**src/rtl/store_buffer_if.sv**
```systemverilog
// Execute-stage / data-memory bundle for the store buffer.
// The master side is the pipeline and memory observer; the slave side is the buffer.
interface store_buffer_if #(
    parameter int DM_ADDRESS = 9,
    parameter int DATA_W     = 32,
    parameter int DEPTH      = 4
);
    localparam int CW = $clog2(DEPTH) + 1;

    logic                  st_valid;
    logic                  st_ready;
    logic [DM_ADDRESS-1:0] st_addr;
    logic [DATA_W-1:0]     st_data;
    logic [2:0]            st_funct3;
    logic                  ld_req;
    logic [DM_ADDRESS-1:0] ld_addr;
    logic [2:0]            ld_funct3;
    logic                  ld_stall;
    logic                  mem_read;
    logic                  mem_write;
    logic [DM_ADDRESS-1:0] mem_a;
    logic [DATA_W-1:0]     mem_wd;
    logic [2:0]            mem_funct3;
    logic [CW-1:0]         count;
    logic                  st_err;

    modport master (
        output st_valid, st_addr, st_data, st_funct3, ld_req, ld_addr, ld_funct3,
        input  st_ready, ld_stall, mem_read, mem_write, mem_a, mem_wd, mem_funct3,
               count, st_err
    );

    modport slave (
        input  st_valid, st_addr, st_data, st_funct3, ld_req, ld_addr, ld_funct3,
        output st_ready, ld_stall, mem_read, mem_write, mem_a, mem_wd, mem_funct3,
               count, st_err
    );
endinterface

```
**src/rtl/store_buffer.sv**
```systemverilog
// Store buffer: FIFO of pending stores that drains into the data memory port
// whenever no load claims it; loads hitting a pending word stall until it drains.
module store_buffer #(
    parameter int DM_ADDRESS = 9,
    parameter int DATA_W     = 32,
    parameter int DEPTH      = 4
) (
    input logic           clk,
    input logic           rst_n,
    store_buffer_if.slave bus
);
    localparam int AW = $clog2(DEPTH);
    localparam int CW = AW + 1;

    logic [DM_ADDRESS-1:0] r_addr [DEPTH];
    logic [DATA_W-1:0]     r_data [DEPTH];
    logic [2:0]            r_f3   [DEPTH];
    logic [DEPTH-1:0]      r_vld;
    logic [AW-1:0]         r_head;
    logic [AW-1:0]         r_tail;
    logic [CW-1:0]         r_count;
    logic                  r_err;

    logic w_legal;
    logic w_full;
    logic w_empty;
    logic w_enq;
    logic w_match;
    logic w_hazard;
    logic w_ld_issue;
    logic w_deq;

    always_comb begin
        w_legal = 1'b0;
        case (bus.st_funct3)
            3'b000:  w_legal = 1'b1;
            3'b001:  w_legal = ~bus.st_addr[0];
            3'b010:  w_legal = (bus.st_addr[1:0] == 2'b00);
            default: w_legal = 1'b0;
        endcase
    end

    assign w_full  = (r_count == CW'(DEPTH));
    assign w_empty = (r_count == '0);
    // Full is judged on the registered count, so a same-cycle drain never frees a slot.
    assign w_enq   = rst_n & bus.st_valid & ~w_full & w_legal;

    // Only registered entries take part; a store entering this cycle cannot collide.
    always_comb begin
        w_match = 1'b0;
        for (int i = 0; i < DEPTH; i++) begin
            if (r_vld[i] && (r_addr[i][DM_ADDRESS-1:2] == bus.ld_addr[DM_ADDRESS-1:2]))
                w_match = 1'b1;
        end
    end

    assign w_hazard   = rst_n & bus.ld_req & w_match;
    assign w_ld_issue = rst_n & bus.ld_req & ~w_match;
    assign w_deq      = rst_n & ~w_empty & ~w_ld_issue;

    always_comb begin
        bus.mem_read   = 1'b0;
        bus.mem_write  = 1'b0;
        bus.mem_a      = '0;
        bus.mem_wd     = '0;
        bus.mem_funct3 = 3'b000;
        if (w_ld_issue) begin
            bus.mem_read   = 1'b1;
            bus.mem_a      = bus.ld_addr;
            bus.mem_funct3 = bus.ld_funct3;
        end else if (w_deq) begin
            bus.mem_write  = 1'b1;
            bus.mem_a      = r_addr[r_head];
            bus.mem_wd     = r_data[r_head];
            bus.mem_funct3 = r_f3[r_head];
        end
    end

    assign bus.st_ready = w_enq;
    assign bus.ld_stall = w_hazard;
    assign bus.count    = r_count;
    assign bus.st_err   = r_err;

    always_ff @(posedge clk or negedge rst_n) begin
        if (!rst_n) begin
            r_head  <= '0;
            r_tail  <= '0;
            r_count <= '0;
            r_vld   <= '0;
            r_err   <= 1'b0;
        end else begin
            if (w_enq) begin
                r_vld[r_tail] <= 1'b1;
                r_tail        <= r_tail + 1'b1;
            end
            if (w_deq) begin
                r_vld[r_head] <= 1'b0;
                r_head        <= r_head + 1'b1;
            end
            case ({w_enq, w_deq})
                2'b10:   r_count <= r_count + CW'(1);
                2'b01:   r_count <= r_count - CW'(1);
                default: r_count <= r_count;
            endcase
            if (bus.st_valid && !w_legal)
                r_err <= 1'b1;
        end
    end

    always_ff @(posedge clk) begin
        if (w_enq) begin
            r_addr[r_tail] <= bus.st_addr;
            r_data[r_tail] <= bus.st_data;
            r_f3[r_tail]   <= bus.st_funct3;
        end
    end
endmodule

```
**src/flat_wrapper.sv**
```systemverilog
// flat-port wrapper written by rule: the top's interface ports become plain ports
module store_buffer_flat 
#(
    parameter int DM_ADDRESS = 9,
    parameter int DATA_W     = 32,
    parameter int DEPTH      = 4
)
  (clk, rst_n, bus_st_valid, bus_st_addr, bus_st_data, bus_st_funct3, bus_ld_req, bus_ld_addr, bus_ld_funct3, bus_st_ready, bus_ld_stall, bus_mem_read, bus_mem_write, bus_mem_a, bus_mem_wd, bus_mem_funct3, bus_count, bus_st_err);
  store_buffer_if #(.DM_ADDRESS(DM_ADDRESS), .DATA_W(DATA_W), .DEPTH(DEPTH)) bus_i ();
  input logic clk;
  input logic rst_n;
  input wire logic [$bits(bus_i.st_valid)-1:0] bus_st_valid;
  input wire logic [$bits(bus_i.st_addr)-1:0] bus_st_addr;
  input wire logic [$bits(bus_i.st_data)-1:0] bus_st_data;
  input wire logic [$bits(bus_i.st_funct3)-1:0] bus_st_funct3;
  input wire logic [$bits(bus_i.ld_req)-1:0] bus_ld_req;
  input wire logic [$bits(bus_i.ld_addr)-1:0] bus_ld_addr;
  input wire logic [$bits(bus_i.ld_funct3)-1:0] bus_ld_funct3;
  output wire logic [$bits(bus_i.st_ready)-1:0] bus_st_ready;
  output wire logic [$bits(bus_i.ld_stall)-1:0] bus_ld_stall;
  output wire logic [$bits(bus_i.mem_read)-1:0] bus_mem_read;
  output wire logic [$bits(bus_i.mem_write)-1:0] bus_mem_write;
  output wire logic [$bits(bus_i.mem_a)-1:0] bus_mem_a;
  output wire logic [$bits(bus_i.mem_wd)-1:0] bus_mem_wd;
  output wire logic [$bits(bus_i.mem_funct3)-1:0] bus_mem_funct3;
  output wire logic [$bits(bus_i.count)-1:0] bus_count;
  output wire logic [$bits(bus_i.st_err)-1:0] bus_st_err;
  assign bus_i.st_valid = bus_st_valid;
  assign bus_i.st_addr = bus_st_addr;
  assign bus_i.st_data = bus_st_data;
  assign bus_i.st_funct3 = bus_st_funct3;
  assign bus_i.ld_req = bus_ld_req;
  assign bus_i.ld_addr = bus_ld_addr;
  assign bus_i.ld_funct3 = bus_ld_funct3;
  assign bus_st_ready = bus_i.st_ready;
  assign bus_ld_stall = bus_i.ld_stall;
  assign bus_mem_read = bus_i.mem_read;
  assign bus_mem_write = bus_i.mem_write;
  assign bus_mem_a = bus_i.mem_a;
  assign bus_mem_wd = bus_i.mem_wd;
  assign bus_mem_funct3 = bus_i.mem_funct3;
  assign bus_count = bus_i.count;
  assign bus_st_err = bus_i.st_err;
  store_buffer #(.DM_ADDRESS(DM_ADDRESS), .DATA_W(DATA_W), .DEPTH(DEPTH)) u_core (.clk(clk), .rst_n(rst_n), .bus(bus_i));
endmodule
```
**config.mk**
```make
export PLATFORM = sky130hd
export DESIGN_NAME = store_buffer_flat
export DESIGN_NICKNAME = d
export VERILOG_FILES = /design/src/rtl/store_buffer_if.sv /design/src/rtl/store_buffer.sv /design/src/flat_wrapper.sv
export SDC_FILE = /design/constraint.sdc
export NUM_CORES = 1
export LEC_CHECK = 0
export ABC_AREA = 1
export BUFFER_PORTS_ARGS = -buffer_cell sky130_fd_sc_hd__buf_2
export CAP_MARGIN = 20
export CORE_UTILIZATION = 30
export CTS_CLUSTER_SIZE = 16
export DETAILED_ROUTE_END_ITERATION = 16
export GPL_ROUTABILITY_DRIVEN = 0
export GPL_TIMING_DRIVEN = 0
export HOLD_SLACK_MARGIN = 0.08
export PLACE_DENSITY = 0.46
export SYNTH_ARGS = -nofsm -noshare
export SYNTH_HDL_FRONTEND = slang
export SYNTH_SLANG_ARGS = --single-unit
```
**constraint.sdc**
```tcl
create_clock -name clk -period 4.63 [get_ports clk]
set_input_delay 0.463 -clock clk [delete_from_list [all_inputs] [get_ports clk]]
set_output_delay 0.463 -clock clk [all_outputs]
set_load 0.01 [all_outputs]
```
# After elaboration in Yosys (flattened, before gate mapping)
# Memories as Yosys holds them, arrays and structs flattened.
# Index checks and enable logic that the tools add are counted.
# totals
register_bits,12
latch_bits,0
ramBits,176
mem_bits_ro,0
inputBits,60
wordCells,76
mem_count,3
# mem_list
name,words,width,rd,rd_ports_with_merged_regs,write_ports,line,rtl
u_core.r_data,4,32,1,0,1,store_buffer.sv:16,logic [DATA_W-1:0] r_data [DEPTH];
u_core.r_addr,4,9,5,0,1,store_buffer.sv:15,logic [DM_ADDRESS-1:0] r_addr [DEPTH];
u_core.r_f3,4,3,1,0,1,store_buffer.sv:17,logic [2:0] r_f3 [DEPTH];
# op_classes
add_sub_neg,4
n_mul,0
div_mod_pow,0
n_lt_le_gt_ge,4
n_eq_ne,9
n_shift,0
mux,23
bitwise_logic,16
n_reduce_logical,12
# ops
operator,n
32-bit two-way mux,2
7-bit == test,4
9-bit two-way mux,2
1-bit two-way mux,11
1-bit AND,8
4-bit two-way mux,2
1-bit logical AND,7
3-bit logical NOT,2
"2-bit by 3-bit < comparator with 1-bit output, second input constant",2
3-bit two-way mux,2
3-bit case mux with 2 select lines,1
1-bit NOT,5
"2-bit by 1-bit adder with 2-bit output, second input constant",2
4-bit AND,1
1-bit demux with 2-bit select,2
"2-bit by 1-bit greater-or-equal comparator with 1-bit output, second input constant",2
4-bit NOT,1
4-bit OR,1
"3-bit by 1-bit adder with 3-bit output, second input constant",1
"3-bit by 1-bit == test with 1-bit output, second input constant",1
"3-bit by 2-bit == test with 1-bit output, second input constant",1
"3-bit == test, second input constant",1
1-bit case mux with 3 select lines,1
"3-bit by 1-bit subtractor with 3-bit output, second input constant",1
5 further kinds,5

# Longest topological paths before layout
# depth
word_depth,12
mapped_depth,18
mapped_depth_nobuf,16

# Worst setup path before layout
# OpenSTA, ideal clock, no wires.
# synth_timing
kind,input to register
startpoint,in bus_st_funct3[0]
endpoint,mem u_core.r_addr[0][0] (enable)
setup_time_ns,0.398
arrival_time_ns,2.054
setup_slack_ns,2.177
path_stages,7
path_cell_list,nand2_1 -> inv_1 -> o21ai_0 -> nand3_1 -> inv_1 -> nand2_1 -> inv_1
# synth_via
elab_chain_cells,5
# synth_lines
item,line,rtl
start: declaration,flat_wrapper.sv:15,input wire logic [$bits(bus_i.st_funct3)-1:0] bus_st_funct3;
3-bit by 2-bit == test with 1-bit output (tied with other cells),store_buffer.sv:35,case (bus.st_funct3)
1-bit case mux with 3 select lines *,store_buffer.sv:35,
1-bit AND *,store_buffer.sv:46,assign w_enq = rst_n & bus.st_valid & ~w_full & w_legal;
named net bus_st_ready,flat_wrapper.sv:19,output wire logic [$bits(bus_i.st_ready)-1:0] bus_st_ready;
1-bit two-way mux *,store_buffer.sv:111,if (w_enq) begin
1-bit two-way mux (implied by the code) *,store_buffer.sv:112,r_addr[r_tail] <= bus.st_addr;
end: declaration,store_buffer.sv:15,
# Mark *: on every way through the listed nets, which the timed path passes. The rest lies on a longest branch.

# Worst setup path in the final report
# layout_timing
startpoint,in rst_n
endpoint,out bus_mem_wd[3]
# layout_via
elab_chain_cells,6
# layout_lines
item,line,rtl
start: declaration,flat_wrapper.sv:11,input logic rst_n;
1-bit AND (2 in a row),store_buffer.sv:58,assign w_ld_issue = rst_n & bus.ld_req & ~w_match;
1-bit NOT,store_buffer.sv:59,assign w_deq = rst_n & ~w_empty & ~w_ld_issue;
1-bit AND,store_buffer.sv:59,
32-bit two-way mux,store_buffer.sv:71,end else if (w_deq) begin
32-bit two-way mux *,store_buffer.sv:67,if (w_ld_issue) begin
end: declaration,flat_wrapper.sv:24,output wire logic [$bits(bus_i.mem_wd)-1:0] bus_mem_wd;
# Mark *: on every way between the ends. The rest lies on a longest branch, timed or not.

==> impl_metrics.csv <==
group,metric,value,unit
setup_path,crit_slowest_cell,"a21boi_1",
route,vias,5908,
setup_path,cp.buffers_inverters,4,
synthesis,synth_top_area_share,64.5,%
synthesis,synth_edf_count,176,
setup_path,r2r-start,"u_core.bus.count[2]",
setup_path,cp_max_fo,15,
min_path,hp-class,"in -> reg",
min_path,hold-path-endpoint,"u_core.r_data[1][4]",
synthesis,syn_avg_cell_area,10.6,um^2
finish,finalInstanceArea,0.00986,mm^2
power_and_ir_drop,peakVddDrop,0.000242,V
route,ant_nets,0,
floorplanning,dieWidth,167,um
clock_tree,cts_resized,0,
sta,rsz0062_at_grt,"no",
sta,fmax,285,MHz
setup_path,crit_top_cell,"buf_2",
finish,drive_gt1_share,18.4,%
clock_tree,clock_path_buffers,2,
global_route,overflow,0,
sta,min_period_over_period,75.8,%
synthesis,synthesis.area,0.00819,mm^2
job,drv_cap,0,
global_route,antenna_found_initial,2,
clock_tree,post_cts_buffers,0,
synthesis,ys_types,24,
route,routed_wl,22100,um
clock_tree,tritoncts,"done",
setup_path,reg2reg_slack,1.69,ns
synthesis,syn-num-nets,841,
setup_path,max_stage_delay,0.77,ns
min_path,whs_path_depth,1,
min_path,min_from,"bus_st_data[4]",
outcome,outcome,"finished clean",
sta,setup_violations,0,
global_route,track_usage,16.3,%
power_and_ir_drop,leakagePower,4.02,nW
synthesis,synth_area_leader_cell,"edfxtp_1",
sta,fin_setup_tns,0,ns
clock_tree,clk_pin_slew,0.08,ns
setup_path,cp-start-kind,"input pin",
setup_path,critPathArrivalTime,3.05,ns
finish,nNetsFinal,975,
clock_tree,clkLatencyLatePin,0.44,ns
floorplanning,rows,60,
floorplanning,start_util,30.5,%
setup_path,critPathRequiredTime,4.17,ns
synthesis,yosysMostFrequentCell,"edfxtp_1",
synthesis,synthArstFlopShare,6.38,%
setup_path,endpoint_kind,"output port",
sta,tightestPinTransition,0.868,ns
setup_path,startpoint,"rst_n",
synthesis,ys.flop_type,"edfxtp_1",
power_and_ir_drop,powerDensity,522,mW/mm^2
clock_tree,numCtsBuffers,17,
floorplanning,core,0.0269,mm^2
route,drcViolationCount,0,
finish,fin_util,36.7,%
synthesis,synthTopCellsByCount,"176 x edfxtp_1, 134 x nand2_1, 133 x nor2_1",
global_route,grt_max_degree,29,
setup_path,cp_top_family,"buffers and inverters",
synthesis,netlist_instances,771,
floorplanning,dieArea,0.0280,mm^2
place,dpl_cell_area,0.00925,mm^2
sta,hold_ws,0.235,ns
sta,finalCriticalPeriod,3.51,ns
sta,fin_skew,0.0117,ns
setup_path,r2r_cells,11,
finish,synthToLayoutAreaGrowth,20.4,%
synthesis,ys_seq_area_share,68.2,%
global_route,grt_pass1_vias,5891,
route,drt-wirelength-per-cell,17.5,um
sta,slew_headroom,42.0,%
setup_path,worstPathCellList,"dlygate4sd3_1 > buf_2 > a21boi_1 > nand2_1 > buf_2 > nor2_1 > buf_2",
setup_path,cp.depth,7,
finish,fillerInstances,2724,
place,dp.final_hpwl,14400,um
route,dr.pass1.iters,5,
route,drt-initial-drc-count,458,
clock_tree,htree_levels,4,
setup_path,reg2reg_to,"u_core.bus.count[2]",
sta,finalHoldViolCount,0,
synthesis,yosys_warnings,0,
route,vias_per_cell,4.69,
floorplanning,io_pins,112,
clock_tree,clockRootBuffer,"clkbuf_16",
place,io_buffers,110,
global_route,grt_pass1_wl,33700,um
floorplanning,die_y,167,um
synthesis,netlist_top_cells_area,"edfxtp_1 64%, nand2_1 6.1%, nor2_1 6.1%",
clock_tree,cts_num_sinks,188,
setup_path,worstSetupPathType,"in -> out",
synthesis,ys_seq_elements,188,
sta,drv_slew,0,
worst max-delay path by stage:
| stage | slack, ns | to |
|---|---|---|
| after floorplan | 2.18 | u_core.r_addr[0][0] |
| after global placement | 0.62 | u_core.r_data[0][8] |
| after detailed placement | 1.23 | u_core.bus.count[2] |
| after CTS | 1.04 | bus_mem_wd[22] |
| after global routing | 0.92 | bus_mem_wd[3] |
| final | 1.12 | bus_mem_wd[3] |
power breakdown:
group	switching [W]	internal [W]	total [W]	leakage [nW]
combinational	0.00117	0.000521	0.00169	2.00
clock	0.000729	0.000735	0.00146	0.288
sequential	0.0000468	0.00194	0.00199	1.73
total	0.00195	0.00320	0.00515	4.02
state kept, by name (all words and copies together) (netlist names):
register,flops
u_core.bus.count,3
u_core.bus.st_err,1
u_core.r_addr,36
u_core.r_data,128
u_core.r_f3,12
u_core.r_head,2
u_core.r_tail,2
u_core.r_vld,4
cells by family (layout without fill, tap and decap cells):
family	Yosys count	count (layout)	share of synthesized area (%)
buf+inv	124	271	6.05
fa+ha+maj	10	10	1.62
flops	188	188	68.2
other cells	0	2	0
compound gates	159	159	10.3
xor+xnor	3	3	0.321
simple gates	287	287	13.5
metal layers:
layer,up-vias,GRT usage [%],part of all wire (%)
met4,2,4.55,1.5
li1,2891,-,-
met5,-,0,0.045
met1,2834,22.1,47
met3,28,3.66,5.1
met2,153,26.1,46
area by class of cell:
type / instances / area (um^2) / area share [%]
tap: 341 / 427 / 4.33
inverter: 87 / 329 / 3.34
timing repair buffer: 115 / 641 / 6.50
antenna: 2 / 5.00 / 0.0507
buffer: 37 / 166 / 1.69
clock buffer: 18 / 429 / 4.35
clock inverter: 14 / 166 / 1.69
multi-input combinational: 459 / 2110 / 21.4
sequential: 188 / 5590 / 56.6
metrics by stage:
stage	setup slack [ns]	instances	power (W)
floorplan	2.18	771	0.00305
detailed placement	1.23	1226	0.00375
CTS	1.04	1259	0.00521
global placement	0.619	1222	0.00374
finish	1.12	1261	0.00515
global route	0.917	1259	0.00548
cell usage in the layout (no fill, tap or decap), types with 17 or more instances in the layout:
cell type	netlist	layout
edfxtp_1	176	176
nand2_1	134	134
nor2_1	133	133
buf_2	7	117
o21ai_0	94	94
inv_1	78	74
o22ai_1	37	37
clkbuf_1	24	25
a21oi_1	22	22
nand3_1	19	19
clkbuf_16	0	17
timing repair:
| action | CTS | global route |
|---|---|---|
| endpoints found under the hold margin | 12 | 0 |
| setup endpoints to repair | 0 | 0 |
| hold buffers | 1 | 0 |
Note: power is estimated with default switching activity, not from simulation.
